## src/rtl/midi_pkg.sv

```systemverilog
// midi_pkg: shared types and constants for the MIDI transmit/receive path.
// The optional running-status feature is controlled by MIDI_RUNNING_STATUS_EN.
package midi_pkg;

    typedef enum logic [1:0] {
        IDLE  = 2'd0,
        START = 2'd1,
        DATA  = 2'd2,
        STOP  = 2'd3
    } tx_state_t;

    localparam int MIDI_BAUD            = 31250;
    localparam int CLK_HZ               = 4_000_000;
    localparam int DEFAULT_CLKS_PER_BIT = CLK_HZ / MIDI_BAUD;

    localparam logic [7:0] STATUS_MIN = 8'h80;
    localparam logic [7:0] CHAN_MAX   = 8'hEF;
    localparam logic [7:0] SYSCOM_MAX = 8'hF7;
    localparam logic [7:0] RT_MIN     = 8'hF8;

    // Channel voice/mode status bytes take part in running status.
    function automatic logic is_channel_status(input logic [7:0] b);
        return (b >= STATUS_MIN) && (b <= CHAN_MAX);
    endfunction

    // System common bytes cancel any running status.
    function automatic logic is_system_common(input logic [7:0] b);
        return (b > CHAN_MAX) && (b <= SYSCOM_MAX);
    endfunction

    // Real-time bytes may interleave anywhere without affecting status.
    function automatic logic is_realtime(input logic [7:0] b);
        return b >= RT_MIN;
    endfunction

endpackage

```

## src/rtl/midi_baud_timer.sv

```systemverilog
// midi_baud_timer: counts 0..CLKS_PER_BIT-1 and flags the last cycle of a bit.
// Holds at the terminal count until cleared; shared with the receiver sampler.
module midi_baud_timer #(
    parameter int CLKS_PER_BIT = 128
) (
    input  logic clk,
    input  logic reset,
    input  logic clear,
    output logic tick
);

    localparam int CNT_W = $clog2(CLKS_PER_BIT);
    localparam logic [CNT_W-1:0] LAST = CNT_W'(CLKS_PER_BIT - 1);

    logic [CNT_W-1:0] cnt_q;
    logic [CNT_W-1:0] cnt_d;

    assign tick = (cnt_q == LAST);

    // Next count: restart on clear, otherwise advance until the terminal count.
    always_comb begin
        cnt_d = cnt_q;
        if (clear) begin
            cnt_d = '0;
        end else if (!tick) begin
            cnt_d = cnt_q + CNT_W'(1);
        end
    end

    // Counter register with synchronous reset.
    always_ff @(posedge clk) begin
        if (reset) begin
            cnt_q <= '0;
        end else begin
            cnt_q <= cnt_d;
        end
    end

endmodule

```

## src/rtl/midi_transmitter.sv

```systemverilog
// midi_transmitter: valid/ready byte input, 8N1 serial MIDI output on tx.
// Defining MIDI_RUNNING_STATUS_EN drops repeated channel status bytes.
module midi_transmitter
    import midi_pkg::*;
#(
    parameter int CLKS_PER_BIT = DEFAULT_CLKS_PER_BIT
) (
    input  logic       clk,
    input  logic       reset,
    input  logic [7:0] data,
    input  logic       valid,
    output logic       ready,
    output logic       tx,
    output logic       busy
);

    tx_state_t  state_q;
    logic       tx_q;
    logic       busy_q;
    logic [7:0] shift_q;
    logic [2:0] idx_q;
    logic       tick;
    logic       timer_clear;
    logic       suppress;

    assign ready = (state_q == IDLE) && !reset;
    assign tx    = tx_q;
    assign busy  = busy_q;

    // The bit timer sits at zero while idle and restarts at every bit boundary.
    assign timer_clear = (state_q == IDLE) || tick;

    midi_baud_timer #(
        .CLKS_PER_BIT(CLKS_PER_BIT)
    ) u_baud (
        .clk  (clk),
        .reset(reset),
        .clear(timer_clear),
        .tick (tick)
    );

`ifdef MIDI_RUNNING_STATUS_EN
    logic [7:0] last_status_q;

    assign suppress = is_channel_status(data) && (data == last_status_q);

    // Track the running status as bytes are accepted from upstream.
    always_ff @(posedge clk) begin
        if (reset) begin
            last_status_q <= 8'h00;
        end else if (valid && ready) begin
            if (is_channel_status(data)) begin
                last_status_q <= data;
            end else if (is_system_common(data)) begin
                last_status_q <= 8'h00;
            end
        end
    end
`else
    assign suppress = 1'b0;
`endif

    // Frame sequencer: start bit, eight data bits LSB first, stop bit.
    always_ff @(posedge clk) begin
        if (reset) begin
            state_q <= IDLE;
            tx_q    <= 1'b1;
            busy_q  <= 1'b0;
            shift_q <= 8'h00;
            idx_q   <= 3'd0;
        end else begin
            unique case (state_q)
                IDLE: begin
                    tx_q   <= 1'b1;
                    busy_q <= 1'b0;
                    if (valid && !suppress) begin
                        shift_q <= data;
                        state_q <= START;
                        tx_q    <= 1'b0;
                        busy_q  <= 1'b1;
                    end
                end
                START: begin
                    if (tick) begin
                        state_q <= DATA;
                        idx_q   <= 3'd0;
                        tx_q    <= shift_q[0];
                    end
                end
                DATA: begin
                    if (tick) begin
                        shift_q <= {1'b0, shift_q[7:1]};
                        if (idx_q == 3'd7) begin
                            state_q <= STOP;
                            tx_q    <= 1'b1;
                        end else begin
                            idx_q <= idx_q + 3'd1;
                            tx_q  <= shift_q[1];
                        end
                    end
                end
                STOP: begin
                    if (tick) begin
                        state_q <= IDLE;
                        busy_q  <= 1'b0;
                        tx_q    <= 1'b1;
                    end
                end
                default: begin
                    state_q <= IDLE;
                    tx_q    <= 1'b1;
                    busy_q  <= 1'b0;
                end
            endcase
        end
    end

endmodule

```

## config.mk

```make
export PLATFORM = sky130hd
export DESIGN_NAME = midi_transmitter
export DESIGN_NICKNAME = d
export VERILOG_FILES = /design/src/rtl/midi_pkg.sv /design/src/rtl/midi_baud_timer.sv /design/src/rtl/midi_transmitter.sv
export SDC_FILE = /design/constraint.sdc
export NUM_CORES = 1
export LEC_CHECK = 0
export CORE_MARGIN = 3
export CORE_UTILIZATION = 40
export CTS_CLUSTER_DIAMETER = 50
export DETAILED_ROUTE_END_ITERATION = 7
export PLACE_DENSITY_LB_ADDON = 0.05
export REMOVE_ABC_BUFFERS = 1
export SYNTH_ARGS = -nofsm -noshare
export SYNTH_HDL_FRONTEND = slang
export SYNTH_SLANG_ARGS = --single-unit
```

## constraint.sdc

```tcl
create_clock -name clk -period 2.5 [get_ports clk]
set_clock_uncertainty 0.15 [all_clocks]
set_input_delay 0.5 -clock clk [delete_from_list [all_inputs] [get_ports clk]]
set_output_delay 0.5 -clock clk [all_outputs]
set_load 0.05 [all_outputs]
```

After elaboration in Yosys (flattened, before gate mapping):

Cells that the tools add are included.

* register bits: 22
* input bits: 11
* output and inout bits: 3
* logic and storage cells: 54

* $add $sub $neg: 2
* equality and inequality tests: 11
* mux-type cells: 22
* reductions and logical operators: 13

Operator list (count)
* 8-bit two-way mux: 2
* 8-bit one-hot mux with 2 select lines: 1
* 2-bit != test, second input constant: 6
* 2-bit two-way mux: 5
* 3-bit two-way mux: 3
* 2-bit one-hot mux with 4 select lines: 1
* 7-bit by 1-bit adder with 7-bit output, second input constant: 1
* 7-bit equality test, second input constant: 1
* 1-bit two-way mux: 7
* 3-bit one-hot mux with 2 select lines: 1
* 3-bit AND reduction: 2
* 2-bit nonzero test: 3
* 5-bit AND reduction: 1
* 2-bit equality test, second input constant: 2
* 1-bit one-hot mux with 4 select lines: 1
* 4-bit AND reduction: 1
* 3-bit by 1-bit adder with 3-bit output, second input constant: 1
* 3-bit equality test, second input constant: 1
* 2-bit by 1-bit equality test with 1-bit output, second input constant: 1
* 2-bit zero test: 1
* 1-bit one-hot mux with 2 select lines: 1
* 2-bit AND reduction: 1
* 2-bit OR reduction: 1
* 1-bit logical AND: 1
* 2 further kinds: 2

Logic depth before layout (Yosys ltp):

Gate-level depths: netlist (run 1).

* depth after elaboration: 4
* mapped depth: 7
* mapped depth without buffers: 6

Modules after synthesis:

A second synthesis (run 1) with hierarchy kept.

* cell total of the unflattened synthesis: 148
* area total of the unflattened synthesis: 1278.7 µm²

By module, submodules not included
* midi_transmitter: times used 1, cells an instance 110, area an instance 948.4 µm², sequential area each 300.3 µm²
* midi_baud_timer: times used 1, cells an instance 38, area an instance 330.3 µm², sequential area each 140.1 µm²

Worst setup path after synthesis (run 1):

OpenSTA, ideal clock, no wires.

* path type: input to output
* start point: in reset
* end point: out ready
* data arrival time: 1.605 ns
* data required time: 1.850 ns
* setup slack: 0.245 ns
* stages: 3
* path buffers: 2
* cells stage by stage: clkbuf_1 -> buf_1 -> nor2b_1

* word-level cells in the longest chain between the ends: 2

Ends and longest elaborated chain
* start, declared: line midi_transmitter.sv:9 `input logic reset,`
* 1-bit zero test: line midi_transmitter.sv:26 `assign ready = (state_q == IDLE) && !reset;`
* 1-bit logical AND: line midi_transmitter.sv:26
* end, declared: line midi_transmitter.sv:12 `output logic ready,`

No other way between the ends.

Worst setup path in the final report (run 1):

* start point: reg state_q[0]
* end point: out ready

* word-level cells in the longest chain between the ends: 2

Ends and longest elaborated chain
* start, declared: line midi_transmitter.sv:17 `tx_state_t state_q;`
* start signal, assigned: line midi_transmitter.sv:66 `state_q <= IDLE;`
* start signal, assigned: line midi_transmitter.sv:78 `state_q <= START;`
* start signal, assigned: line midi_transmitter.sv:85 `state_q <= DATA;`
* 2-bit zero test: line midi_transmitter.sv:26
* 1-bit logical AND: line midi_transmitter.sv:26

No other way between the ends.

==> results of run 1 <==
## sequential cells by signal, summed over array words and instances (netlist names)
name and count:
tx 1, idx_q 3, busy 1, u_baud.cnt_q 7
shift_q 8, state_q 2
## power by group
| part | internal, µW | leakage, µW | switching, µW | total, µW |
|---|---|---|---|---|
| clock network | 88.9 | 0.0000210 | 108 | 197 |
| logic | 277 | 0.000319 | 348 | 626 |
| registers | 448 | 0.000180 | 64.4 | 513 |
| total | 814 | 0.000521 | 521 | 1340 |
## cells by family after synthesis
group / share of synthesized area
compound gates: 0.193
xor+xnor: 0.0400
fa+ha+maj: 0.0914
buf+inv: 0.0251
flops: 0.402
mux: 0.0103
simple gates: 0.238
## area by class of cell
cell class              count  area share
flip-flops and latches     22       0.339
clock buffers               4      0.0279
multi-input cells          89       0.482
inverters                   3     0.00866
repair buffers             14       0.114
well taps                  30      0.0289
## worst paths after layout
path                     end  cells past startpoint            start  slack, ns
min          u_baud.cnt_q[0]                      1  u_baud.cnt_q[0]       0.31
max reg2reg               tx                      5       state_q[0]       0.49
min reg2reg  u_baud.cnt_q[0]                      1  u_baud.cnt_q[0]       0.31
max                    ready                      4       state_q[0]       0.24
## placed cells by master, fill, tap and decap left out, types with 2 or more instances in the layout
cell / synthesis / layout
a31oi_1: 2 / 2
ha_1: 8 / 8
nor2b_1: 3 / 3
inv_1: 3 / 3
nand4_1: 3 / 3
nand3_1: 3 / 3
o221a_2: 7 / 7
xor2_1: 3 / 3
dfxtp_1: 22 / 22
nor3_1: 5 / 5
clkdlybuf4s50_1: 0 / 12
a22o_1: 2 / 2
nand2b_1: 3 / 3
o21ai_0: 3 / 3
xnor2_1: 2 / 2
a21oi_1: 3 / 3
nor2_1: 23 / 23
clkbuf_4: 0 / 3
nand2_1: 3 / 3
## per-stage QoR
step,hold slack (ns),std cells
after global placement,0.287,158
after detailed placement,0.291,158
after floorplan,0.268,114
final,0.308,162
after global routing,0.337,162
after CTS,0.311,162
## per-layer routing
| metal | GRT usage | routed length [µm] |
|---|---|---|
| met5 | 0 | 0 |
| met4 | 0.0762 | 18 |
| met3 | 0.0263 | 69 |
| met2 | 0.226 | 998 |
| met1 | 0.216 | 1180 |
## worst max-delay path: stages, from the launching register on
cell and delay (ns):
dfxtp_1 0.37, inv_1 0.11, ha_1 0.39, nor2b_1 0.27, buf_12 0.17
==> flow_metrics.py, run 1 <==
metrics = {
    "run_status": {
        "run_status": "finished, final reports clean",
    },
    "placed_design": {
        "placed_cell_area_um2": 1260,
        "post-place-ws_ns": 0.308,
        "place.detailed.hpwl_um": 1630,
        "gp_congestion": 0.735,
        "numPortBuffers": 13,
    },
    "cts": {
        "post_cts.resized_instances": 0,
        "clock_latency_ns": 0.31,
        "hold_buffers": 0,
        "cts_root_buf": "clkbuf_4",
        "cts.sink_count": 22,
        "deepest_clock_path_buffer_count": 2,
        "tritoncts.num_buffers": 3,
        "cts_tree": "built",
        "clkTransAtPathRegs_ns": 0.12,
        "cts_post_setup_buffers_inserted": 0,
        "cts-htree-levels": 1,
    },
    "yosys": {
        "netlist_instances": 118,
        "synth.yosys.seq_area_share": 0.402,
        "postSynth.topFlopCell": "dfxtp_1",
        "synth_area_leader_cell": "dfxtp_1",
        "synth_top_area_share": 0.402,
        "synth_area_per_cell_um2": 9.28,
        "post_synth_main_area_contributors": "dfxtp_1 (40%), ha_1 (9.1%), nor2_1 (7.9%)",
        "post_synth_instance_area_um2": 1090,
        "synth-async-reset-ratio": 0,
        "synth_commonest_cells": "nor2_1 (23), dfxtp_1 (22), ha_1 (8), o221a_2 (7), nor3_1 (5)",
        "synthMostInstantiatedCell": "nor2_1",
        "yosysWarnings": 0,
        "synth_edf_count": 0,
        "ys_ff_latch": 22,
        "synthDistinctLibCells": 36,
    },
    "die": {
        "die-height_um": 58.3,
        "rows": 18,
        "die_width_um": 58.3,
        "placeableCoreArea_um2": 2540,
        "io_pins": 14,
        "die-area_um2": 3400,
        "initial_core_util": 0.430,
    },
    "critical_path": {
        "critical_path.max_fanout": 11,
        "worst-endpoint-arrival_ns": 1.61,
        "crit_path_end_kind": "output pin",
        "worst-setup-path-type": "register to output pin",
        "critPathRequiredTime_ns": 1.85,
        "setup.worst_path.start_class": "register",
    },
    "timing": {
        "min_period_ns": 2.26,
        "setup-violations-final": 0,
        "max_slew_vio_count": 0,
        "hold_violation_total_from_the_final_report": 0,
        "worstMarginPinSlew_ns": 0.492,
        "max_freq_ghz": 0.443,
        "rsz0062_at_grt": "no",
        "slew_headroom": 0.671,
        "fin_crit_sh": 0.904,
        "fin_tns_setup_ns": 0,
        "setup_slack_ns": 0.241,
    },
    "pwr": {
        "power_consumption_uw": 1340,
        "power_density_nw_per_um2": 1030,
        "leakagePower_uw": 0.000521,
        "ir_worst_vdd_mv": 0.551,
    },
    "global_route": {
        "grt_start_max_net_pins": 19,
        "grt_first_pass_wirelength_um": 4040,
        "grt_usage": 0.154,
        "via_count_of_the_first_global_routing_pass": 896,
        "grt_overflow_total": 0,
        "number_of_antenna_violations_at_the_first_check_in_global_routing": 0,
    },
    "route": {
        "routed_wirelength_um": 2260,
        "firstDrtPassIters": 4,
        "routedWlPerCell_um": 14.0,
        "drt_drc_violations_left": 0,
        "routed_via_density": 5.67,
        "drt.antenna.violating_nets": 0,
        "detail_route.iter0.violations": 35,
        "route.vias.total": 918,
    },
    "cells_and_area": {
        "final_cell_area_um2": 1300,
        "num-nets-final": 152,
        "layout.filler_cells": 248,
        "layout-area-overhead-vs-synth_pct": 18.7,
        "share_of_final_layout_standard_cells_stronger_than_drive_strength_1": 0.159,
        "register_area_um2": 440,
        "final_util": 0.511,
        "multi_input_comb_area_um2": 627,
        "n_antenna_cell": 0,
    },
    "hold_path": {
        "hold_path.class": "register to register",
    },
    "run": {
        "max_cap_violations": 0,
    },
}
(Power assumes the default switching activity.)
==> inputs of run 2 (changes only) <==
MAX_ROUTING_LAYER = met4   (was unset)
==> run 2 against run 1 <==
  * Global-route usage increased by 0.50 points
  * Critical path depth unchanged
  * Critical endpoint unchanged
  * Highest routed layer unchanged
  * Via count up 0.22%
  * Register-to-register slack about the same
==> flow_metrics.py, run 2 (same netlist as run 1, synthesis figures left out) <==
metrics = {
    "cts": {
        "clock_latency_ns": 0.31,
        "clkTransAtPathRegs_ns": 0.12,
        "cts-htree-levels": 1,
        "post_cts.resized_instances": 0,
        "deepest_clock_path_buffer_count": 2,
        "cts_tree": "built",
        "hold_buffers": 0,
        "cts.sink_count": 22,
        "cts_post_setup_buffers_inserted": 0,
        "cts_root_buf": "clkbuf_4",
        "tritoncts.num_buffers": 3,
    },
    "route": {
        "routed_via_density": 5.68,
        "route.vias.total": 920,
        "detail_route.iter0.violations": 33,
        "routed_wirelength_um": 2260,
        "routedWlPerCell_um": 14.0,
        "firstDrtPassIters": 4,
        "drt_drc_violations_left": 0,
        "drt.antenna.violating_nets": 0,
    },
    "die": {
        "die-area_um2": 3400,
        "placeableCoreArea_um2": 2540,
        "rows": 18,
        "die_width_um": 58.3,
        "die-height_um": 58.3,
        "initial_core_util": 0.430,
        "io_pins": 14,
    },
    "timing": {
        "min_period_ns": 2.28,
        "worstMarginPinSlew_ns": 0.492,
        "rsz0062_at_grt": "no",
        "setup-violations-final": 0,
        "max_slew_vio_count": 0,
        "slew_headroom": 0.671,
        "fin_crit_sh": 0.913,
        "max_freq_ghz": 0.438,
        "hold_violation_total_from_the_final_report": 0,
        "fin_tns_setup_ns": 0,
    },
    "placed_design": {
        "place.detailed.hpwl_um": 1630,
        "numPortBuffers": 13,
        "gp_congestion": 0.744,
    },
    "cells_and_area": {
        "top_register": "shift_q",
        "num-nets-final": 152,
        "layout-area-overhead-vs-synth_pct": 18.7,
        "share_of_final_layout_standard_cells_stronger_than_drive_strength_1": 0.159,
        "final_common_cell": "nor2_1",
        "largestRegisters": "shift_q: 8 flops, u_baud.cnt_q: 7 flops, idx_q: 3 flops",
        "final_cell_mix": "nor2_1 (23), dfxtp_1 (22), clkdlybuf4s50_1 (12), ha_1 (8), o221a_2 (7)",
        "n_antenna_cell": 0,
        "largest_register_ff_count": 8,
    },
    "pwr": {
        "power_consumption_uw": 1340,
        "ir_worst_vdd_mv": 0.559,
        "power_density_nw_per_um2": 1030,
        "leakagePower_uw": 0.000521,
    },
    "hold_path": {
        "hold_startpoint": "u_baud.cnt_q[0]",
        "min_delay_worst_endpoint": "u_baud.cnt_q[0]",
        "hold_path.class": "register to register",
        "holdPathStages": 1,
    },
    "critical_path": {
        "critical_path.reg2reg.endpoint": "tx",
        "ff2ff_setup_slack_ns": 0.50,
        "worst-endpoint-arrival_ns": 1.63,
        "setup.worst_path.start_class": "register",
        "crit_path_end_kind": "output pin",
        "critical_path.max_fanout": 11,
        "critPathRequiredTime_ns": 1.85,
        "worst-setup-path-type": "register to output pin",
        "r2r.worst_path.cells": 5,
        "timing.rr.start": "state_q[0]",
    },
    "global_route": {
        "grt_start_max_net_pins": 19,
        "grt_usage": 0.159,
        "grt_overflow_total": 0,
        "grt_first_pass_wirelength_um": 4050,
        "via_count_of_the_first_global_routing_pass": 895,
        "number_of_antenna_violations_at_the_first_check_in_global_routing": 0,
    },
    "run_status": {
        "run_status": "finished, final reports clean",
    },
    "run": {
        "max_cap_violations": 0,
    },
}
==> run 2: cell counts in the layout (fill, tap and decap cells not counted) <==
Identical to the previous run, type by type.
==> run 2: report_power, final <==
group / leakage (µW) / switching [µW] / internal, µW
sequential: 0.000180 / 64.1 / 448
clock: 0.0000210 / 111 / 88.9
combinational: 0.000319 / 351 / 277
total: 0.000521 / 526 / 814
==> run 2: per-layer routing <==
metal  vias up  global-route usage  share of wire
met2        15               0.225           0.43
met4         0              0.0762         0.0084
met1       445               0.219           0.52
met5         -                   -              0
met3         4              0.0263          0.035
li1        456                   -              -
==> run 2: cell type report <==
class                   count  area [µm²]
fillers                   248        1240
flip-flops and latches     22         440
multi-input cells          89         627
clock buffers               4        36.3
inverters                   3        11.3
repair buffers             14         148
well taps                  30        37.5
==> run 2: critical path, cell delays in order, from the launching register on <==
cell     delay (ns)
dfxtp_1        0.37
inv_1          0.11
ha_1           0.41
nor2b_1        0.27
buf_12         0.17
==> run 2: worst max-delay path by stage <==
stage,startpoint,end
after global placement,valid,shift_q[2]
final,state_q[0],ready
after CTS,state_q[0],ready
after detailed placement,valid,shift_q[5]
after floorplan,state_q[0],ready
after global routing,state_q[0],ready
==> run 2: through the flow <==
stage               hold WS, ns   util  cell area (µm²)  setup WS [ns]  std cells
finish                    0.308  0.511             1300          0.216        162
global route              0.337  0.511             1300         0.0913        162
CTS                       0.311  0.511             1300          0.208        162
detailed placement        0.291  0.497             1260          0.308        158
global placement          0.287  0.497             1260          0.362        158
floorplan                 0.268      -             1080          0.383        114
==> inputs of run 3 (changes only) <==
clock period = 1.9 ns   (was 2.5 ns; I/O delays follow)
==> run 3 against run 2 <==
  * Power increased by 42%
  * Wire length increased by 4.9%
  * Clock power increased by 30%
  * Critical path depth increased by 3
  * Sequential cell count unchanged
  * Non-clock buffer count increased by 11
  * Sequential share of layout area decreased by 2.4 points
  * Highest routed layer unchanged
==> flow_metrics.py, run 3 (same netlist as run 1, synthesis figures left out) <==
metrics = {
    "run_status": {
        "run_status": "finished, final reports clean",
    },
    "pwr": {
        "ir_worst_vdd_mv": 0.775,
        "power_density_nw_per_um2": 1350,
        "leakagePower_uw": 0.000586,
    },
    "timing": {
        "fin_crit_sh": 0.956,
        "setup-violations-final": 0,
        "hold_violation_total_from_the_final_report": 0,
        "min_period_ns": 1.82,
        "timing.hold.ws_ns": 0.313,
        "setup_slack_ns": 0.0842,
        "max_slew_vio_count": 0,
        "slew_headroom": 0.771,
        "worstMarginPinSlew_ns": 0.343,
        "max_freq_ghz": 0.551,
        "fin_tns_setup_ns": 0,
    },
    "route": {
        "routedWlPerCell_um": 13.7,
        "routed_via_density": 5.42,
        "drt_drc_violations_left": 0,
        "routed_wirelength_um": 2370,
        "detail_route.iter0.violations": 27,
        "firstDrtPassIters": 4,
        "route.vias.total": 937,
        "drt.antenna.violating_nets": 0,
    },
    "global_route": {
        "grt_usage": 0.164,
        "number_of_antenna_violations_at_the_first_check_in_global_routing": 0,
        "grt_first_pass_wirelength_um": 4240,
        "via_count_of_the_first_global_routing_pass": 948,
        "grt_overflow_total": 0,
        "grt_start_max_net_pins": 15,
    },
    "cells_and_area": {
        "layout-area-overhead-vs-synth_pct": 28.3,
        "top_register": "shift_q",
        "register_area_um2": 443,
        "final_cell_mix": "nor2_1 (23), dfxtp_1 (20), buf_4 (14), clkdlybuf4s50_1 (10)",
        "largest_register_ff_count": 8,
        "largestRegisters": "shift_q: 8 flops, u_baud.cnt_q: 7 flops, idx_q: 3 flops",
        "final_common_cell": "nor2_1",
        "num-nets-final": 163,
        "multi_input_comb_area_um2": 652,
        "share_of_final_layout_standard_cells_stronger_than_drive_strength_1": 0.287,
        "layout.filler_cells": 238,
        "n_antenna_cell": 0,
    },
    "critical_path": {
        "crit_path_end_kind": "register",
        "timing.rr.start": "state_q[0]",
        "worst-setup-path-type": "register to register",
        "ff2ff_setup_slack_ns": 0.08,
        "critPathRequiredTime_ns": 1.99,
        "critical_path.max_fanout": 9,
        "critical_path.reg2reg.endpoint": "state_q[0]",
        "worst-endpoint-arrival_ns": 1.91,
        "r2r.worst_path.cells": 7,
        "setup.worst_path.start_class": "register",
    },
    "cts": {
        "clock_latency_ns": 0.31,
        "cts.sink_count": 22,
        "cts_root_buf": "clkbuf_4",
        "clkTransAtPathRegs_ns": 0.13,
        "deepest_clock_path_buffer_count": 2,
        "cts_tree": "built",
        "cts-htree-levels": 1,
        "tritoncts.num_buffers": 3,
    },
    "die": {
        "initial_core_util": 0.430,
        "placeableCoreArea_um2": 2540,
        "rows": 18,
        "die_width_um": 58.3,
        "die-height_um": 58.3,
        "io_pins": 14,
        "die-area_um2": 3400,
    },
    "hold_path": {
        "hold_path.class": "register to register",
        "min_delay_worst_endpoint": "u_baud.cnt_q[0]",
        "hold_startpoint": "u_baud.cnt_q[0]",
        "holdPathStages": 1,
    },
    "placed_design": {
        "post-place-ws_ns": -0.0681,
        "numPortBuffers": 13,
        "gp_congestion": 0.770,
        "place.detailed.hpwl_um": 1800,
    },
    "run": {
        "max_cap_violations": 0,
    },
}
## run 3: changes by cell type in the layout (fill, tap and decap cells not counted)
cell	delta
buf_4	+13
ha_1	-1
ha_4	+1
nor2b_1	-1
inv_1	-2
nor2b_4	+1
o31ai_1	-1
o31ai_2	+1
dfxtp_2	+2
dfxtp_1	-2
clkdlybuf4s50_1	-2
inv_2	+2
## run 3: worst max path at each step
| stage | start | endpoint | slack (ns) | cells after the start |
|---|---|---|---|---|
| finish | state_q[0] | state_q[0] | 0.08 | 7 |
| global route | state_q[0] | state_q[0] | -0.008 | 7 |
| CTS | state_q[1] | ready | 0.006 | 4 |
| detailed placement | valid | shift_q[2] | -0.07 | 4 |
| global placement | valid | shift_q[2] | -0.04 | 4 |
| floorplan | state_q[0] | ready | -0.1 | 3 |
## run 3: through the flow
step	std cells	utilization	area, µm²	power, µW
6_report	173	0.552	1410	1900
3_5_place_dp	168	0.524	1330	1570
4_1_cts	172	0.546	1390	1880
2_1_floorplan	114	-	1080	1280
3_3_place_gp	168	0.524	1330	1540
5_1_grt	173	0.552	1410	2050
## run 3: where the power goes
group	switching, µW	internal [µW]	leakage, µW
Sequential	91.5	594	0.000181
Clock	143	117	0.0000210
Combinational	495	460	0.000384
Total	729	1170	0.000586
## run 3: layout make-up
type | instances | area share
Clock buffer | 4 | 0.0258
Inverter | 3 | 0.00801
Multi-Input combinational cell | 89 | 0.464
Sequential cell | 22 | 0.315
Tap cell | 30 | 0.0267
Timing Repair Buffer | 25 | 0.160
## run 3: timing repair
| action | CTS | global route |
|---|---|---|
| setup buffers | 0 | 1 |
| resized for setup | 5 | 4 |
| hold buffers | 0 | 0 |
| setup endpoints to repair | 1 | 12 |
| pin swaps | 0 | 1 |
## run 3: per-layer routing
metal / vias up / GRT usage / wire length, µm
li1: 482 / - / -
met5: - / - / 0
met1: 443 / 0.220 / 1210
met4: 0 / 0.0397 / 21
met2: 10 / 0.244 / 1070
met3: 2 / 0.0461 / 73
## run 3: critical path: stages, from the launching register on
cell	delay, ns
dfxtp_2	0.39
inv_2	0.07
ha_1	0.21
buf_4	0.17
nor2b_1	0.15
o31ai_2	0.28
a21oi_1	0.13
nor3_1	0.18
